**src/rtl/vc_sec_pipe_reg.sv**
```systemverilog
// Elastic pipeline register with val/rdy handshake on both sides.
// Every stage carries a 1-bit security-domain tag next to its payload.
// A scrub request invalidates and zeroes every stage tagged secure.
// Empty stages always hold zero, so stale data can never leak out.

module vc_sec_pipe_reg #(
   parameter int  p_nbits   = 32,
   parameter int  p_nstages = 2,
   localparam int p_cntbits = $clog2(p_nstages + 1)
) (
   input  logic                 clk,
   input  logic                 reset_n,
   input  logic                 in_val,
   output logic                 in_rdy,
   input  logic [p_nbits-1:0]   in_msg,
   input  logic                 in_domain,
   output logic                 out_val,
   input  logic                 out_rdy,
   output logic [p_nbits-1:0]   out_msg,
   output logic                 out_domain,
   input  logic                 scrub,
   output logic [p_cntbits-1:0] count
);

   localparam int last = p_nstages - 1;

   logic [p_nstages-1:0] v;
   logic [p_nstages-1:0] d;
   logic [p_nbits-1:0]   m [p_nstages];

   logic [p_nstages-1:0] v_next;
   logic [p_nstages-1:0] d_next;
   logic [p_nbits-1:0]   m_next [p_nstages];
   logic [p_cntbits-1:0] count_next;

   logic [p_nstages-1:0] go;
   logic                 load;

   // Ready ripples back from the consumer: a stage moves on if the next one is empty or moving too
   always_comb begin
      go       = '0;
      go[last] = v[last] & out_rdy;
      for (int i = last - 1; i >= 0; i--) begin
         go[i] = v[i] & (~v[i+1] | go[i+1]);
      end
      in_rdy = ~v[0] | go[0];
   end

   // Next state: shift/load/clear each stage, then purge secure entries on scrub, then recount
   always_comb begin
      load   = in_val & in_rdy;
      v_next = v;
      d_next = d;
      for (int i = 0; i < p_nstages; i++) begin
         m_next[i] = m[i];
      end

      if (load) begin
         v_next[0] = 1'b1;
         m_next[0] = in_msg;
         d_next[0] = in_domain;
      end else if (go[0]) begin
         v_next[0] = 1'b0;
         m_next[0] = '0;
         d_next[0] = 1'b0;
      end

      for (int i = 1; i < p_nstages; i++) begin
         if (go[i-1]) begin
            v_next[i] = 1'b1;
            m_next[i] = m[i-1];
            d_next[i] = d[i-1];
         end else if (go[i]) begin
            v_next[i] = 1'b0;
            m_next[i] = '0;
            d_next[i] = 1'b0;
         end
      end

      for (int i = 0; i < p_nstages; i++) begin
         if (scrub && d_next[i]) begin
            v_next[i] = 1'b0;
            m_next[i] = '0;
            d_next[i] = 1'b0;
         end
      end

      count_next = '0;
      for (int i = 0; i < p_nstages; i++) begin
         count_next = count_next + p_cntbits'(v_next[i]);
      end
   end

   // Stage registers and occupancy count; async reset empties and zeroes the pipe
   always_ff @(posedge clk or negedge reset_n) begin
      if (!reset_n) begin
         v     <= '0;
         d     <= '0;
         count <= '0;
         for (int i = 0; i < p_nstages; i++) begin
            m[i] <= '0;
         end
      end else begin
         v     <= v_next;
         d     <= d_next;
         count <= count_next;
         for (int i = 0; i < p_nstages; i++) begin
            m[i] <= m_next[i];
         end
      end
   end

   assign out_val    = v[last];
   assign out_msg    = m[last];
   assign out_domain = d[last];

endmodule
```
**config.mk**
```make
export PLATFORM = sky130hd
export DESIGN_NAME = vc_sec_pipe_reg
export DESIGN_NICKNAME = d
export VERILOG_FILES = /design/src/rtl/vc_sec_pipe_reg.sv
export SDC_FILE = /design/constraint.sdc
export NUM_CORES = 1
export LEC_CHECK = 0
export ABC_AREA = 1
export CORE_MARGIN = 2
export CORE_UTILIZATION = 51
export DETAILED_ROUTE_END_ITERATION = 10
export PLACE_DENSITY = 0.8
export SETUP_SLACK_MARGIN = 0.3
export SLEW_MARGIN = 20
export SYNTH_ARGS = -nofsm -noshare
export SYNTH_HDL_FRONTEND = slang
export SYNTH_SLANG_ARGS = --single-unit
```
**constraint.sdc**
```tcl
create_clock -name clk -period 1.9 [get_ports clk]
set_clock_uncertainty 0.05 [all_clocks]
set_input_delay 0.57 -clock clk [delete_from_list [all_inputs] [get_ports clk]]
set_output_delay 0.57 -clock clk [all_outputs]
set_load 0.02 [all_outputs]
```
==> results.sh, run 1 <==
export IMPL_timing_reg2reg_setup_slack_ns=0.36
export IMPL_crit_path_max_fanout=2
export IMPL_rsz0062_at_grt="true"
export IMPL_cts_path_max_buffers=2
export IMPL_critical_path_startpoint="v[0]"
export IMPL_cts_clk_slew_worst_paths_ns=0.07
export IMPL_antenna_found_initial=0
export IMPL_avg_cell_area_syn_um2=7.46
export IMPL_fillers=599
export IMPL_fin_nets=561
export IMPL_combined_buffer_and_inverter_count_along_the_critical_path=1
export IMPL_run_status="completed"
export IMPL_antenna_cells_inserted=0
export IMPL_count_of_nets_left_with_antenna_violations_after_detail_routing=0
export IMPL_grt_start_max_net_pins=37
export IMPL_hold_ws_ns=0.0740
export IMPL_relSlewSlack=0.784
export IMPL_grt_first_pass_wirelength_um=12600
export IMPL_r2r_end="out_msg[14]"
export IMPL_ios=75
export IMPL_worst_path_dominant_cell_family="flip-flops"
export IMPL_critPathKind="register to output pin"
export IMPL_sum_of_negative_setup_slack_ns=0
export IMPL_tritoncts="done"
export IMPL_clock_tree_htree_level_count=3
export IMPL_layout_min_cycle_time_ns=1.58
export IMPL_final_cell_area_um2=4270
export IMPL_crit_path_end="in_rdy"
export IMPL_reg2reg_from="v[1]"
export IMPL_max_cap_violations=0
export IMPL_synthToLayoutAreaGrowth_pct=20.9
export IMPL_wire_per_inst_um=12.7
export IMPL_synth_distinct_cells=15
export IMPL_vias_in_the_first_global_route=2772
export IMPL_dpl_cell_area_um2=4220
export IMPL_crit_path_end_kind="output pin"
export IMPL_grt_usage=0.214
export IMPL_cp_arrival_ns=0.96
export IMPL_syn_area_um2=3530
export IMPL_startpoint_type="register"
export IMPL_powerDensity_nw_per_um2=922
export IMPL_rows=30
export IMPL_die_height_um=87.2
export IMPL_worst_ep_required_time_ns=1.28
export IMPL_mostFrequentLayoutCells="sky130_fd_sc_hd__nand2_1 (201), sky130_fd_sc_hd__dfrtp_1 (69), sky130_fd_sc_hd__nand3_1 (65)"
export IMPL_final_clock_period_utilization_by_the_worst_path=0.830
export IMPL_synth_top_area_cell="sky130_fd_sc_hd__dfrtp_1"
export IMPL_vdd_ir_drop_max_mv=0.449
export IMPL_worst_r2r_cell_count=8
export IMPL_cts_root_buffer="sky130_fd_sc_hd__clkbuf_8"
export IMPL_global_route_overflow_total=0
export IMPL_area_occupied_by_multi_input_gates_um2=1190
export IMPL_synth_cells=473
export IMPL_placeableCoreArea_um2=6760
export IMPL_globalplace_congestion=0.789
export IMPL_timing_fmax_mhz=634
export IMPL_crit_path_top_delay_cell="sky130_fd_sc_hd__dfrtp_1"
export IMPL_setup_violations=0
export IMPL_final_hold_violation_count=0
export IMPL_final_max_slew_violation_count=0
export IMPL_postSynthRegisterBits=70
export IMPL_io_buffers=74
export IMPL_die_area_um2=7600
export IMPL_mappedNetlistNets=512
export IMPL_first_iter_violations=142
export IMPL_synth_yosys_warnings=0
export IMPL_detailroute_via_count=2930
export IMPL_synth_top_area_share=0.496
export IMPL_place_detailed_hpwl_um=5060
export IMPL_critical_path_max_stage_delay_ns=0.41
export IMPL_cts_buffers=9
export IMPL_min_delay_path_class="input pin to asynchronous set/reset pin"
export IMPL_drc=0
export IMPL_final_common_cell="sky130_fd_sc_hd__nand2_1"
export IMPL_crit_cells=2
export IMPL_effective_utilization_at_floorplan=0.523
export IMPL_drt_pass1_iterations=4
export IMPL_worst_skew_pair_late_latency_ns=0.34
export IMPL_fp_dieW_um=87.2
export IMPL_crit_path_cell_trace="nand3_4 > buf_6"
export IMPL_synth_top_cells_by_area="sky130_fd_sc_hd__dfrtp_1 (50%), sky130_fd_sc_hd__nand2_1 (22%), sky130_fd_sc_hd__nand3_1 (9.4%)"
export IMPL_worstMarginPinSlew_ns=0.324
export IMPL_final_seq_area_um2=1750
export IMPL_ctsHoldBuffers=0
export IMPL_finalWirelength_um=7720
export IMPL_vias_per_cell=4.83
export IMPL_final_core_utilization=0.632
export IMPL_sequential_share_of_the_synthesized_area=0.496
export IMPL_drive_above_1_share=0.173
export IMPL_clock_sinks=70
export IMPL_power_static_leakage_uw=0.00273
worst min path at each step:
| stage | slack (ns) | cells after the start | startpoint | endpoint |
|---|---|---|---|---|
| global route | 0.08 | 1 | reset_n | d[1] |
| CTS | 0.07 | 1 | reset_n | out_msg[0] |
| floorplan | 0.22 | 0 | reset_n | count[0] |
| finish | 0.07 | 1 | reset_n | d[1] |
| global placement | 0.43 | 1 | reset_n | count[0] |
| detailed placement | 0.44 | 1 | reset_n | count[1] |
flip-flops by register name, indices dropped and copies added, names as in the netlist:
register / flops
m: 32
d: 2
count: 2
v: 2
out_msg: 32
power breakdown:
part | switching, uW | internal, uW | leakage, uW
registers | 105 | 1690 | 0.000920
clock network | 554 | 583 | 0.0000889
logic | 625 | 383 | 0.00172
total | 1280 | 2650 | 0.00273
timing repair:
action,4_1_cts,5_1_grt
buffers inserted,2,0
resized for setup,146,15
pin swaps,0,1
endpoints found under the setup margin,106,43
area by class of cell:
cell class                      count  share of cell area
Inverter                           68              0.0616
Tap cell                           80              0.0235
Clock inverter                      2             0.00352
Timing Repair Buffer               95               0.182
Multi-Input combinational cell    278               0.278
Clock buffer                       14              0.0405
Sequential cell                    70               0.411
cell families after synthesis:
group,count (synthesis),share of synthesized area
and+or+nand+nor,273,0.317
AOI/OAI and AO/OA,4,0.00744
buffers and inverters,125,0.176
DFF,70,0.496
adders and majority gates,1,0.00354
worst reg2reg max path: stages (launching register included):
cell and delay, ns:
sky130_fd_sc_hd__dfrtp_2 0.43, sky130_fd_sc_hd__buf_4 0.16, sky130_fd_sc_hd__a21boi_4 0.17, sky130_fd_sc_hd__nand2_1 0.09
sky130_fd_sc_hd__nand2_1 0.13, sky130_fd_sc_hd__nand2_2 0.10, sky130_fd_sc_hd__buf_12 0.17, sky130_fd_sc_hd__nand2_1 0.09
sky130_fd_sc_hd__inv_1 0.05
cell usage after synthesis:
cell,number
sky130_fd_sc_hd__buf_4,35
sky130_fd_sc_hd__a21oi_1,3
sky130_fd_sc_hd__nand3_1,66
sky130_fd_sc_hd__nand3_2,1
sky130_fd_sc_hd__clkbuf_1,6
sky130_fd_sc_hd__ha_1,1
sky130_fd_sc_hd__nand2_2,1
sky130_fd_sc_hd__inv_2,9
sky130_fd_sc_hd__a21boi_2,1
sky130_fd_sc_hd__nor2_1,1
sky130_fd_sc_hd__nand2_1,203
sky130_fd_sc_hd__dfrtp_1,70
sky130_fd_sc_hd__buf_2,16
sky130_fd_sc_hd__inv_1,59
sky130_fd_sc_hd__nand3b_1,1
metal layers:
| layer | track usage | vias to the layer above | routed length, um |
|---|---|---|---|
| met1 | 0.269 | 1352 | 3240 |
| met2 | 0.364 | 92 | 3910 |
| li1 | - | 1478 | - |
| met5 | 0 | - | 0 |
| met3 | 0.0531 | 8 | 492 |
| met4 | 0.0643 | 0 | 78 |
metrics by stage:
step	setup WS, ns	total power, uW	std cells
floorplan	0.237	2560	473
global placement	-0.570	2890	589
detailed placement	-0.592	2920	589
CTS	0.278	3970	607
global route	0.271	4160	607
finish	0.322	3940	607
No activity file was read; power rests on OpenSTA's default activity.
==> run 2: changes to the inputs <==
- CORE_UTILIZATION: 51 -> 46
- PLACE_DENSITY: 0.8 -> 0.76
- clock period: 1.9 -> 1.45 ns (I/O delays scaled with it)
==> run 2 against run 1 <==
Net effect: the run now ends with negative setup slack left; clock power rose by 38%; final area increased by 24%; sequential share of layout area shrank 8.1 points; setup slack got worse by 0.42 ns; routed wire length rose by 21%; critical path type is now register to register; critical endpoint is now out_msg[31].
==> results.sh, run 2 (synthesized netlist as in run 1, its figures left out) <==
export IMPL_vias_in_the_first_global_route=3030
export IMPL_max_cap_violations=0
export IMPL_relSlewSlack=0.726
export IMPL_worst_ep_required_time_ns=1.64
export IMPL_power_static_leakage_uw=0.00309
export IMPL_worst_path_dominant_cell_family="flip-flops"
export IMPL_failed_checks="negative setup slack"
export IMPL_drc=0
export IMPL_fin_cells=667
export IMPL_crit_path_top_delay_cell="sky130_fd_sc_hd__dfrtp_1"
export IMPL_layout_min_cycle_time_ns=1.54
export IMPL_timing_fmax_mhz=647
export IMPL_r2r_end="out_msg[31]"
export IMPL_critical_path_max_stage_delay_ns=0.44
export IMPL_wire_per_inst_um=13.9
export IMPL_cell_internal_power_uw=3990
export IMPL_final_cell_area_um2=5310
export IMPL_final_hold_violation_count=0
export IMPL_placed_cells_incl_taps=615
export IMPL_tritoncts="done"
export IMPL_seq_power_share=0.402
export IMPL_reg2reg_from="v[0]"
export IMPL_antenna_cells_inserted=0
export IMPL_post_route_worst_setup_slack_ns=-0.0949
export IMPL_crit_path_max_fanout=5
export IMPL_rsz0062_at_grt="true"
export IMPL_cts_root_buffer="sky130_fd_sc_hd__clkbuf_8"
export IMPL_vias_per_cell=4.81
export IMPL_final_max_slew_violation_count=0
export IMPL_cts_buffers=9
export IMPL_crit_path_end_kind="register"
export IMPL_swShare=0.331
export IMPL_drive_above_1_share=0.364
export IMPL_finalWirelength_um=9300
export IMPL_cts_path_max_buffers=2
export IMPL_run_status="finished, violations left"
export IMPL_final_common_cell="sky130_fd_sc_hd__nand2_1"
export IMPL_crit_path_frequent_cell="sky130_fd_sc_hd__nand2_4"
export IMPL_drt_pass1_iterations=4
export IMPL_vdd_ir_drop_max_mv=0.729
export IMPL_timing_reg2reg_setup_slack_ns=-0.09
export IMPL_cp_arrival_ns=1.73
export IMPL_ctsHoldBuffers=0
export IMPL_globalplace_congestion=0.792
export IMPL_clock_sinks=70
export IMPL_worstMarginPinSlew_ns=0.410
export IMPL_fp_dieW_um=91.6
export IMPL_ios=75
export IMPL_grt_first_pass_wirelength_um=14000
export IMPL_mostFrequentLayoutCells="sky130_fd_sc_hd__nand2_1 (156), sky130_fd_sc_hd__dfrtp_1 (69), sky130_fd_sc_hd__nand3_1 (56)"
export IMPL_power_frac_clock=0.262
export IMPL_global_route_overflow_total=0
export IMPL_effective_utilization_at_floorplan=0.482
export IMPL_antenna_found_initial=0
export IMPL_critPathKind="register to register"
export IMPL_pwr_share_comb=0.336
export IMPL_worst_r2r_cell_count=8
export IMPL_combined_buffer_and_inverter_count_along_the_critical_path=3
export IMPL_worst_skew_pair_late_latency_ns=0.34
export IMPL_startpoint_type="register"
export IMPL_setup_violations=36
export IMPL_first_iter_violations=136
export IMPL_crit_path_cell_trace="buf_6 > a21boi_4 > nand2_2 > nand2_4 > nand2_8 > clkbuf_16 > nand2_4 > inv_2"
export IMPL_detailroute_via_count=3208
export IMPL_grt_start_max_net_pins=71
export IMPL_min_delay_path_class="input pin to asynchronous set/reset pin"
export IMPL_rows=31
export IMPL_count_of_nets_left_with_antenna_violations_after_detail_routing=0
export IMPL_dpl_cell_area_um2=4340
export IMPL_cts_clk_slew_worst_paths_ns=0.07
export IMPL_fin_nets=602
export IMPL_crit_cells=8
export IMPL_grt_usage=0.207
export IMPL_die_area_um2=8390
export IMPL_powerDensity_nw_per_um2=1120
export IMPL_synthToLayoutAreaGrowth_pct=50.4
export IMPL_clock_tree_htree_level_count=3
export IMPL_place_detailed_hpwl_um=5080
export IMPL_placeableCoreArea_um2=7330
export IMPL_io_buffers=74
export IMPL_final_clock_period_utilization_by_the_worst_path=1.07
export IMPL_die_height_um=91.6
export IMPL_power_switching_uw=1970
-- run 2: final cells by class --
class / instances / area [um^2]
Clock buffer: 9 / 124
Tap cell: 99 / 124
Sequential cell: 70 / 1750
Fill cell: 538 / 2020
Inverter: 68 / 265
Clock inverter: 7 / 73.8
Timing Repair Buffer: 136 / 1500
Multi-Input combinational cell: 278 / 1480
-- run 2: per-stage QoR --
stage               setup WS [ns]   util  total power, uW  hold WS (ns)  setup TNS, ns
floorplan                  -0.122      -             3380        0.0894         -0.146
detailed placement         -0.722  0.593             3910         0.422         -42.34
finish                    -0.0949  0.725             5970        0.0324          -1.90
global placement           -0.707  0.593             3870         0.421         -38.76
CTS                       -0.0233  0.656             5660        0.0573         -0.309
global route               -0.134  0.725             6280        0.0681          -3.92
-- run 2: power by group through the flow --
stage	Clock [uW]	Sequential, uW	Combinational, uW
final	1570	2400	2010
after detailed placement	0	2400	1510
after global placement	0	2380	1480
after global routing	1680	2430	2170
after floorplan	0	2380	999
after CTS	1590	2380	1690
-- run 2: layer usage --
| layer | GRT usage | share of wire |
|---|---|---|
| met1 | 0.268 | 0.39 |
| met4 | 0.0833 | 0.026 |
| met5 | 0 | 0 |
| met3 | 0.0279 | 0.055 |
| met2 | 0.350 | 0.53 |
-- run 2: worst max path at each step --
stage	from	to	slack, ns
floorplan	v[1]	count[0]	-0.12
global placement	out_rdy	in_rdy	-0.71
detailed placement	out_rdy	in_rdy	-0.72
CTS	v[1]	out_msg[19]	-0.02
global route	v[0]	out_msg[31]	-0.13
finish	v[0]	out_msg[31]	-0.09
-- run 2: repair_timing --
item | 4_1_cts | 5_1_grt
gates resized for setup | 242 | 112
buffers inserted | 16 | 12
pin swaps | 6 | 21
endpoints found under the setup margin | 107 | 107
cloned | 4 | 4
-- run 2: worst register-to-register path, cell delays in order, from the launching register on --
cell                        delay (ns)
sky130_fd_sc_hd__dfrtp_1          0.44
sky130_fd_sc_hd__buf_6            0.15
sky130_fd_sc_hd__a21boi_4         0.20
sky130_fd_sc_hd__nand2_2          0.09
sky130_fd_sc_hd__nand2_4          0.12
sky130_fd_sc_hd__nand2_8          0.10
sky130_fd_sc_hd__clkbuf_16        0.21
sky130_fd_sc_hd__nand2_4          0.07
sky130_fd_sc_hd__inv_2            0.03
==> run 3: changes to the inputs <==
- ABC_AREA: 1 -> unset
- CORE_UTILIZATION: 46 -> 45
- SKIP_LAST_GASP: unset -> 1
==> run 3 against run 2 <==
Net effect: the run still ends with negative setup slack left; clock power is 9% higher; core utilization fell by 1.8 points; power down 0.71%; critical path depth down 1; die area is 7.7% lower; non-clock buffer count is 2 higher; sequential share of layout area is 3.3 points higher; area after synthesis is 10% lower; via count shrank 18%; sequential power about the same; synthesized cell count is 35% lower; critical endpoint is now m[59]; register-to-register slack worse by 0.06 ns.
==> results.sh, run 3 <==
export IMPL_cp_arrival_ns=1.82
export IMPL_worstMarginPinSlew_ns=0.378
export IMPL_post_synthesis_share_of_cell_area_spent_on_full_adders_half_adders_and_majority_gates=0.00394
export IMPL_first_iter_violations=218
export IMPL_min_delay_path_class="input pin to asynchronous set/reset pin"
export IMPL_global_route_overflow_total=0
export IMPL_synthMostInstantiatedCell="sky130_fd_sc_hd__dfrtp_1"
export IMPL_async_flop_share=1.00
export IMPL_layout_min_cycle_time_ns=1.61
export IMPL_synth_top_area_cell="sky130_fd_sc_hd__dfrtp_1"
export IMPL_run_status="finished, violations left"
export IMPL_synth_enable_flop_cells=0
export IMPL_crit_path_top_delay_cell="sky130_fd_sc_hd__dfrtp_2"
export IMPL_vias_per_cell=5.27
export IMPL_worst_skew_pair_late_latency_ns=0.33
export IMPL_synth_yosys_warnings=0
export IMPL_synthToLayoutAreaGrowth_pct=51.9
export IMPL_final_common_cell="sky130_fd_sc_hd__dfrtp_1"
export IMPL_fp_dieW_um=88.0
export IMPL_worst_path_dominant_cell_family="flip-flops"
export IMPL_drive_above_1_share=0.415
export IMPL_sequential_share_of_the_synthesized_area=0.551
export IMPL_post_synth_and_or_nand_nor_area_fraction=0.147
export IMPL_syn_area_um2=3180
export IMPL_cts_buffers=9
export IMPL_globalplace_congestion=0.788
export IMPL_dominant_combinational_cell_family_by_area_after_synthesis="compound AO/OA/AOI/OAI gates"
export IMPL_ios=75
export IMPL_routed_wl_met3_um=515
export IMPL_io_buffers=74
export IMPL_final_hold_violation_count=0
export IMPL_die_height_um=88.0
export IMPL_place_detailed_hpwl_um=4570
export IMPL_synth_commonest_cells="sky130_fd_sc_hd__dfrtp_1 (70), sky130_fd_sc_hd__nor2_1 (35), sky130_fd_sc_hd__nand2_1 (34)"
export IMPL_startpoint_type="register"
export IMPL_wirelength_met1_um=3520
export IMPL_crit_path_end_kind="register"
export IMPL_final_max_slew_violation_count=0
export IMPL_detailroute_via_count=2640
export IMPL_mappedNetlistNets=346
export IMPL_cts_clk_slew_worst_paths_ns=0.08
export IMPL_cts_root_buffer="sky130_fd_sc_hd__clkbuf_8"
export IMPL_vdd_ir_drop_max_mv=0.748
export IMPL_grt_start_max_net_pins=71
export IMPL_mostFrequentLayoutCells="sky130_fd_sc_hd__dfrtp_1 (68), sky130_fd_sc_hd__buf_6 (43), sky130_fd_sc_hd__buf_4 (40)"
export IMPL_grt_usage=0.222
export IMPL_count_of_nets_left_with_antenna_violations_after_detail_routing=0
export IMPL_drc=0
export IMPL_final_clock_period_utilization_by_the_worst_path=1.11
export IMPL_top_layer="met4"
export IMPL_avg_cell_area_syn_um2=10.3
export IMPL_crit_path_max_fanout=8
export IMPL_met2WireLength_um=4450
export IMPL_antenna_found_initial=0
export IMPL_post_route_worst_setup_slack_ns=-0.158
export IMPL_timing_fmax_mhz=622
export IMPL_synth_top_area_share=0.551
export IMPL_failed_checks="negative setup slack"
export IMPL_fin_nets=439
export IMPL_placeableCoreArea_um2=6830
export IMPL_final_cell_area_um2=4830
export IMPL_synth_cells=307
export IMPL_critPathKind="register to register"
export IMPL_wire_per_inst_um=17.1
export IMPL_postSynthRegisterBits=70
export IMPL_finalWirelength_um=8560
export IMPL_synth_xor_area_share=0
export IMPL_clock_tree_htree_level_count=3
export IMPL_powerDensity_nw_per_um2=1230
export IMPL_combined_buffer_and_inverter_count_along_the_critical_path=3
export IMPL_clock_sinks=70
export IMPL_worst_ep_required_time_ns=1.66
export IMPL_rows=30
export IMPL_antenna_cells_inserted=0
export IMPL_max_cap_violations=0
export IMPL_tritoncts="done"
export IMPL_setup_violations=68
export IMPL_die_area_um2=7750
export IMPL_ctsHoldBuffers=0
export IMPL_crit_path_cell_trace="nand3b_4 > buf_6 > and3_4 > o21a_4 > buf_12 > buf_16 > a21oi_2"
export IMPL_synth_flop_cell="sky130_fd_sc_hd__dfrtp_1"
export IMPL_grt_first_pass_wirelength_um=13000
export IMPL_synth_distinct_cells=24
export IMPL_fillers=469
export IMPL_relSlewSlack=0.748
export IMPL_synth_top_cells_by_area="sky130_fd_sc_hd__dfrtp_1 (55%), sky130_fd_sc_hd__a21oi_2 (8.3%), sky130_fd_sc_hd__a22oi_1 (7.6%)"
export IMPL_critical_path_max_stage_delay_ns=0.45
export IMPL_rsz0062_at_grt="true"
export IMPL_power_static_leakage_uw=0.00222
export IMPL_drt_pass1_iterations=4
export IMPL_dpl_cell_area_um2=3950
export IMPL_effective_utilization_at_floorplan=0.465
export IMPL_final_core_utilization=0.706
export IMPL_cts_path_max_buffers=2
export IMPL_vias_in_the_first_global_route=2680
export IMPL_synth_mux_area_fraction=0.00315
export IMPL_share_of_the_synthesized_area_in_compound_gates_ao_oa_aoi_oai=0.173
[run 3: final timing paths]
path                         start    endpoint  slack, ns  cells past startpoint
max in group asynchronous  reset_n       m[41]       1.00                      2
hold / removal             reset_n    count[0]       0.04                      2
setup reg to reg              v[1]       m[59]      -0.16                      7
setup / recovery              v[1]       m[59]      -0.16                      7
hold reg to reg              m[41]  out_msg[9]       0.48                      2
min in group clk             m[41]  out_msg[9]       0.48                      2
[run 3: kinds of logic (layout without fill, tap and decap cells)]
| logic type | Yosys count | after routing |
|---|---|---|
| and+or+nand+nor | 108 | 108 |
| muxes | 1 | 1 |
| DFF | 70 | 70 |
| AOI/OAI and AO/OA | 69 | 69 |
| buffers and inverters | 58 | 156 |
| adders and majority gates | 1 | 1 |
[run 3: through the flow]
step | hold slack [ns] | cells | total power [uW] | setup TNS [ns] | setup slack [ns]
6_report | 0.0400 | 501 | 5930 | -6.77 | -0.158
5_1_grt | 0.0562 | 501 | 6210 | -11.66 | -0.214
4_1_cts | 0.0515 | 488 | 5790 | -5.18 | -0.118
3_5_place_dp | 0.422 | 443 | 3800 | -41.34 | -0.733
3_3_place_gp | 0.423 | 443 | 3770 | -36.98 | -0.694
2_1_floorplan | 0.0894 | 307 | 3310 | -1.71 | -0.250
[run 3: final cells by class]
class                           instances  area [um^2]  share of cell area
Clock buffer                           10          128              0.0264
Sequential cell                        70         1750               0.363
Multi-Input combinational cell        179         1190               0.247
Timing Repair Buffer                  138         1540               0.319
Clock inverter                          6         86.3              0.0179
Tap cell                               96          120              0.0249
Inverter                                2         7.51             0.00156
[run 3: worst register-to-register path, stage by stage, from the launching register on]
cell and delay (ns):
sky130_fd_sc_hd__dfrtp_2 0.45, sky130_fd_sc_hd__nand3b_4 0.09, sky130_fd_sc_hd__buf_6 0.14, sky130_fd_sc_hd__and3_4 0.15, sky130_fd_sc_hd__o21a_4 0.21, sky130_fd_sc_hd__buf_12 0.15
sky130_fd_sc_hd__buf_16 0.15, sky130_fd_sc_hd__a21oi_2 0.15
[run 3: layer usage]
layer  global-route usage  up-vias
met1                0.296     1305
met2                0.355      116
met4                0.102        0
li1                     -     1207
met3               0.0415       12
met5                    0        -
[run 3: repair_timing]
item | CTS | global route
cloned | 4 | 2
endpoints found under the setup margin | 107 | 107
pin swaps | 2 | 1
resized for setup | 244 | 19
setup buffers | 25 | 11
[run 3: power breakdown]
part	internal [uW]	leakage, uW	switching [uW]
combinational	962	0.00120	840
sequential	2220	0.000912	195
clock	966	0.000106	744
total	4150	0.00222	1780
